--- src/rtl/lfsr_stream.sv ---
// lfsr_stream: parametrised Fibonacci/Galois LFSR word generator with decimation,
// runtime seed load, all-zero lock-up recovery and a valid/ready output stream.
module lfsr_stream #(
    parameter int unsigned WIDTH = 8,
    parameter logic [31:0] TAPS  = 32'hE1,
    parameter logic [31:0] SEED  = 32'h01,
    parameter int unsigned MODE  = 0,
    parameter int unsigned DECIM = 1
) (
    input  logic             clk,
    input  logic             rst,
    input  logic             enb,
    input  logic             load,
    input  logic [WIDTH-1:0] seed_in,
    input  logic             out_ready,
    output logic             out_valid,
    output logic [WIDTH-1:0] out_data,
    output logic             lockup,
    output logic             wrap
);
    localparam logic [WIDTH-1:0] L_TAPS = TAPS[WIDTH-1:0];
    localparam logic [WIDTH-1:0] L_SEED = SEED[WIDTH-1:0];
    localparam logic [7:0]       L_LAST = 8'(DECIM - 1);

    typedef enum logic [1:0] {IDLE, STEP, VALID} state_t;

    state_t           r_state;
    logic [WIDTH-1:0] r_q, r_seed;
    logic [7:0]       r_cnt;
    logic [WIDTH-1:0] w_adv, w_nq, w_lseed;
    logic             w_zero, w_step, w_emit;

    always_comb begin
        w_adv   = (MODE != 0) ? ((r_q >> 1) ^ (r_q[0] ? L_TAPS : '0))
                              : {^(r_q & L_TAPS), r_q[WIDTH-1:1]};
        w_zero  = (r_q == '0);
        // a zero state can only arise from corruption; recover rather than stall
        w_nq    = w_zero ? L_SEED : w_adv;
        w_step  = enb & ((r_state == STEP) | ((r_state == VALID) & out_ready));
        w_emit  = (r_cnt == L_LAST);
        w_lseed = (seed_in == '0) ? L_SEED : seed_in;
    end

    always_ff @(posedge clk) begin
        if (rst) begin
            r_state   <= IDLE;
            r_q       <= L_SEED;
            r_seed    <= L_SEED;
            r_cnt     <= '0;
            out_valid <= 1'b0;
            out_data  <= '0;
            lockup    <= 1'b0;
            wrap      <= 1'b0;
        end else begin
            lockup <= 1'b0;
            wrap   <= 1'b0;
            if (load) begin
                r_q       <= w_lseed;
                r_seed    <= w_lseed;
                r_cnt     <= '0;
                out_valid <= 1'b0;
                r_state   <= IDLE;
                lockup    <= (seed_in == '0);
            end else if (w_step) begin
                r_q       <= w_nq;
                r_cnt     <= w_emit ? '0 : r_cnt + 1'b1;
                lockup    <= w_zero;
                wrap      <= (w_nq == r_seed);
                out_valid <= w_emit;
                r_state   <= w_emit ? VALID : STEP;
                if (w_emit)
                    out_data <= w_nq;
            end else if (r_state == VALID) begin
                // consumed while disabled: drop the word and park
                if (out_ready) begin
                    out_valid <= 1'b0;
                    r_state   <= IDLE;
                end
            end else begin
                r_state <= enb ? STEP : IDLE;
            end
        end
    end
endmodule

--- config.mk ---
export PLATFORM = sky130hd
export DESIGN_NAME = lfsr_stream
export DESIGN_NICKNAME = d
export VERILOG_FILES = /design/src/rtl/lfsr_stream.sv
export SDC_FILE = /design/constraint.sdc
export NUM_CORES = 1
export LEC_CHECK = 0
export ABC_CLOCK_PERIOD_IN_PS = 4100
export BUFFER_PORTS_ARGS = -buffer_cell sky130_fd_sc_hd__buf_2
export CORE_UTILIZATION = 45
export CTS_BUF_LIST = sky130_fd_sc_hd__clkbuf_4
export DETAILED_ROUTE_END_ITERATION = 8
export HOLD_SLACK_MARGIN = 0.05
export PLACE_DENSITY = 0.65
export SLEW_MARGIN = 20
export SYNTH_ARGS = -nofsm -noshare
export SYNTH_HDL_FRONTEND = slang
export SYNTH_SLANG_ARGS = --single-unit
--- constraint.sdc ---
create_clock -name clk -period 4.1 [get_ports clk]
set_input_delay 0.205 -clock clk [delete_from_list [all_inputs] [get_ports clk]]
set_output_delay 0.205 -clock clk [all_outputs]
set_load 0.01 [all_outputs]
After elaboration in Yosys (flattened, before gate mapping):

Index checks and enable logic that the tools add are counted.

* register bits after elaboration: 37
* bits in latches: 0
* bits in writable memories: 0
* ROM bits: 0
* input port bits: 13
* output and inout port bits: 11
* memories kept: 0

* add/subtract/negate cells: 1
* $mul: 0
* divide/modulo/power cells: 0
* magnitude comparators: 0
* equality and inequality tests: 4
* shift-type cells: 0
* muxes and demuxes: 15
* bitwise logic cells: 5
* reductions and logical operators: 11

Operators with widths (number)
* 2-to-1 mux 8 bit: 5
* zero test 8 bit: 3
* adder 8 x 1 -> 8 bit, second input constant: 1
* equality test 8 bit: 1
* 2-to-1 mux 2 bit: 4
* parity 8 bit: 1
* 2-to-1 mux 1 bit: 6
* nonzero test 2 bit: 3
* != test 3 bit, second input constant: 1
* AND reduction 3 bit: 1
* OR reduction 3 bit: 1
* bitwise AND 1 bit: 2
* equality test 2 x 1 -> 1 bit, second input constant: 1
* equality test 2 bit, second input constant: 1
* inverter 1 bit: 2
* AND reduction 2 bit: 1
* OR reduction 2 bit: 1
* bitwise OR 1 bit: 1

Depth between registers and ports, before layout:

* depth in word-level cells: 6
* mapped depth: 7
* depth with buffers taken out: 6

Worst setup path after synthesis:

No wires, ideal clock.

* kind: flip-flop to flip-flop
* start point: reg r_cnt[0]
* end point: reg r_cnt[7]
* arrival time: 1581 ps
* required time: 4026 ps
* setup slack: 2445 ps
* stages on the path, launching flop included: 7
* clock period less this slack: 1655 ps
* path through: dfxtp_1 inv_1 ha_1 nor4b_2 and2_1 or4b_2 o21ai_0

* word-level cells in the longest chain between the ends: 2
* elaborated cells between the ends (all ways): 3

Ends and longest elaborated chain
* from (decl): RTL line 29 `logic [7:0] r_cnt;`
* from (signal assigned): RTL line 66 `r_cnt <= w_emit ? '0 : r_cnt + 1'b1;`
* adder 8 x 1 -> 8 bit or zero test 8 bit (tied branches): RTL line 66, 40
* 2-to-1 mux 8 bit *: RTL line 66

Every way passes the cells marked *; elsewhere a longest branch is shown, timed or not.
A chain may end at the register's enable or synchronous reset.

Final worst setup path:

Ends and elaborated chain as after synthesis.

==> flow_summary.ini <==
[floorplanning]
die_h_um = 66.0
die_w_um = 66.0
io_pins = 24
rows = 22
die_area_sq_um = 4360
design.core.area_sq_um = 3800
start_util_pct = 48.6

[finish]
final_cell_mix = 37 x dfxtp_1, 23 x buf_2, 21 x nand2_1
fin_util_pct = 54.6
fill_cells = 371
nNetsFinal = 251
final_common_cell = dfxtp_1
finalNonFillerCells = 284
syn_to_final_growth_pct = 12.5
drive_above_1_share_pct = 18.2
num_antenna_cells = 0

[timing]
rsz0062_at_grt = no
setup_ws_ns = 2.16
setup_violations = 0
tightest_slew_ns = 0.728
setup_tns_ns = 0
fmax_ghz = 0.515
hold-worst-slack_ns = 0.122
max_slew_margin_pct = 51.5
maxSlewViolCount = 0
layout_min_cycle_time_ns = 1.94
finalCritPeriodShare_pct = 47.3
hold_violations = 0
fin_skew_ns = 0.0118

[clock_network]
htreeDepth = 2
path_clk_slew_ns = 0.12
post_cts.repair.setup_buffers = 0
cts_buffers = 5
cts_buffer_depth = 2
clock-root-buffer = clkbuf_4
clock-sinks = 37
holdBufCountCts = 0
insertion_delay_ns = 0.35
cts_resized = 0
cts_tree = yes

[min_path]
holdPathStages = 3
hold_class = in -> reg
whs_endpoint = r_seed[7]$_SDFFE_PP0P_
hp-start = seed_in[7]

[detailed_routing]
ant_nets = 0
detailedRoute.firstPassIterationCount = 4
detail_route.vias_per_cell = 5.67
drc = 0
wl_per_cell_um = 15.2
dr_total_vias = 1609
drtIter0Drc = 105
routed_wl_mm = 4.33

[worst_setup_path]
critPathKind = reg -> reg
regToRegStartpoint = r_cnt[0]$_SDFFE_PP0P_
r2r_end = r_cnt[7]$_SDFFE_PP0P_
crit_path_max_fanout = 12
critPathArrivalTime_ns = 2.23
crit_chain = inv_1, ha_1, nor4b_2, and2_1, or4b_2, o21ai_0
slowest_delay_ns = 0.67
start_kind = register
cpMaxStageDelayCell = or4b_2
worst_setup_path_end_kind = register
reg2reg_slack_ns = 2.16
cp.required_ns = 4.39
reg2reg_depth = 6

[power_and_ir_drop]
p_leak_nw = 0.822
irDropWorstVdd_v = 0.000213
power_density_nw_per_um2 = 377

[logic_synthesis]
synth_seq_cells = 37
synth_adder_area_share_pct = 2.04
synth_edf_count = 0
synthFlopType = dfxtp_1
synth_top_family_by_area = simple AND/OR/NAND/NOR gates
synth_nets = 233
synth.area.top_cells = dfxtp_1 40%, a21oi_1 5.7%, nand2_1 4.3%, nor2_1 3.9%, nand3_1 3.8%
yosysSeqAreaShare_pct = 40.2
synth-xor-area-share_pct = 5.50
ys_types = 49
ys.warnings.count = 0
async_flop_share_pct = 0
yosys.area_share.simple_pct = 24.1
yosysTopAreaCellShare_pct = 40.2
synth_cells = 217
synth-compound-area-share_pct = 20.4
synth_largest_area_cell = dfxtp_1
syn_area_per_cell_sq_um = 8.50
synth_mux_area_share_pct = 3.26
synth_area_sq_um = 1840

[global_routing]
grt_pass1_vias = 1485
antenna_found_initial = 0
grt_start_max_net_pins = 27
gr-usage-all-layers_pct = 21.9
overflow = 0
grt_pass1_wl_mm = 7.18

[status]
status = completed

[placement]
placedCellCount = 276
hpwl_mm = 2.90
pre_cts_ws_ns = 2.15
io_buffer_count = 23
gp_congestion = 0.811

[run]
cap_violations = 0
## where the power goes
part           total [W]  internal [W]  switching [W]
clock           0.000317      0.000189       0.000128
sequential      0.000387      0.000371      0.0000156
combinational  0.0000779     0.0000329      0.0000450
total           0.000782      0.000593       0.000189
## cells in the mapped netlist (4+ instances only)
| cell | count |
|---|---|
| nor2_1 | 19 |
| nand4_1 | 4 |
| mux2i_1 | 6 |
| clkbuf_1 | 6 |
| nand3_1 | 14 |
| a21oi_1 | 21 |
| a311oi_1 | 5 |
| nand2_1 | 21 |
| xor2_1 | 7 |
| buf_2 | 5 |
| o21ai_0 | 12 |
| dfxtp_1 | 37 |
| inv_1 | 9 |
## state kept, by name, indices dropped and copies added, names as in the netlist
signal,cells
r_seed,8
r_state,2
r_cnt,8
lockup,1
wrap,1
r_q,8
out_data,8
out_valid,1
## how the worst max path moves through the flow
stage,from,end
final,r_cnt[0]$_SDFFE_PP0P_,r_cnt[7]$_SDFFE_PP0P_
after global routing,r_cnt[0]$_SDFFE_PP0P_,r_cnt[7]$_SDFFE_PP0P_
after CTS,r_state[1]$_SDFFE_PP0P_,r_q[1]$_SDFFE_PP0P_
after detailed placement,r_state[1]$_SDFFE_PP0P_,r_cnt[2]$_SDFFE_PP0P_
after global placement,r_cnt[0]$_SDFFE_PP0P_,r_cnt[7]$_SDFFE_PP0P_
after floorplan,r_cnt[0]$_SDFFE_PP0P_,r_cnt[7]$_SDFFE_PP0P_
## logic make-up (layout without fill, tap and decap cells)
logic type      count (synthesis)  in the layout
compound gates                 58             58
flops                          37             37
simple gates                   82             82
buf+inv                        21             40
mux                             6              6
xor+xnor                       10             10
fa+ha+maj                       3              3
## worst max-delay path: cells and delay by family, from the launching register on
kind            cells  cell delay, ns
fa+ha+maj           1            0.20
flops               1            0.40
simple gates        3            1.12
buf+inv             1            0.08
compound gates      1            0.08
## layout make-up
type	count	area (sq um)	area share [%]
Timing Repair Buffer	23	115	5.55
Inverter	9	33.8	1.63
Multi-Input combinational cell	159	1020	49.3
Clock inverter	3	65.1	3.14
Tap cell	48	60.1	2.90
Clock buffer	5	37.5	1.81
Sequential cell	37	741	35.7
## routing by layer
| layer | vias to the layer above | global-route usage (%) | wire [um] |
|---|---|---|---|
| met3 | 6 | 5.17 | 224 |
| met1 | 736 | 31.0 | 2190 |
| met2 | 47 | 31.9 | 1850 |
| li1 | 820 | - | - |
| met4 | 0 | 8.51 | 63 |
| met5 | - | 0 | 0 |
## metrics by stage
| stage | area [sq um] | total power (W) |
|---|---|---|
| 2_1_floorplan | 1840 | 0.000449 |
| 3_3_place_gp | 1970 | 0.000471 |
| 3_5_place_dp | 1970 | 0.000471 |
| 4_1_cts | 2070 | 0.000785 |
| 5_1_grt | 2070 | 0.000810 |
| 6_report | 2070 | 0.000782 |
No activity file was read; power rests on OpenSTA's default activity.
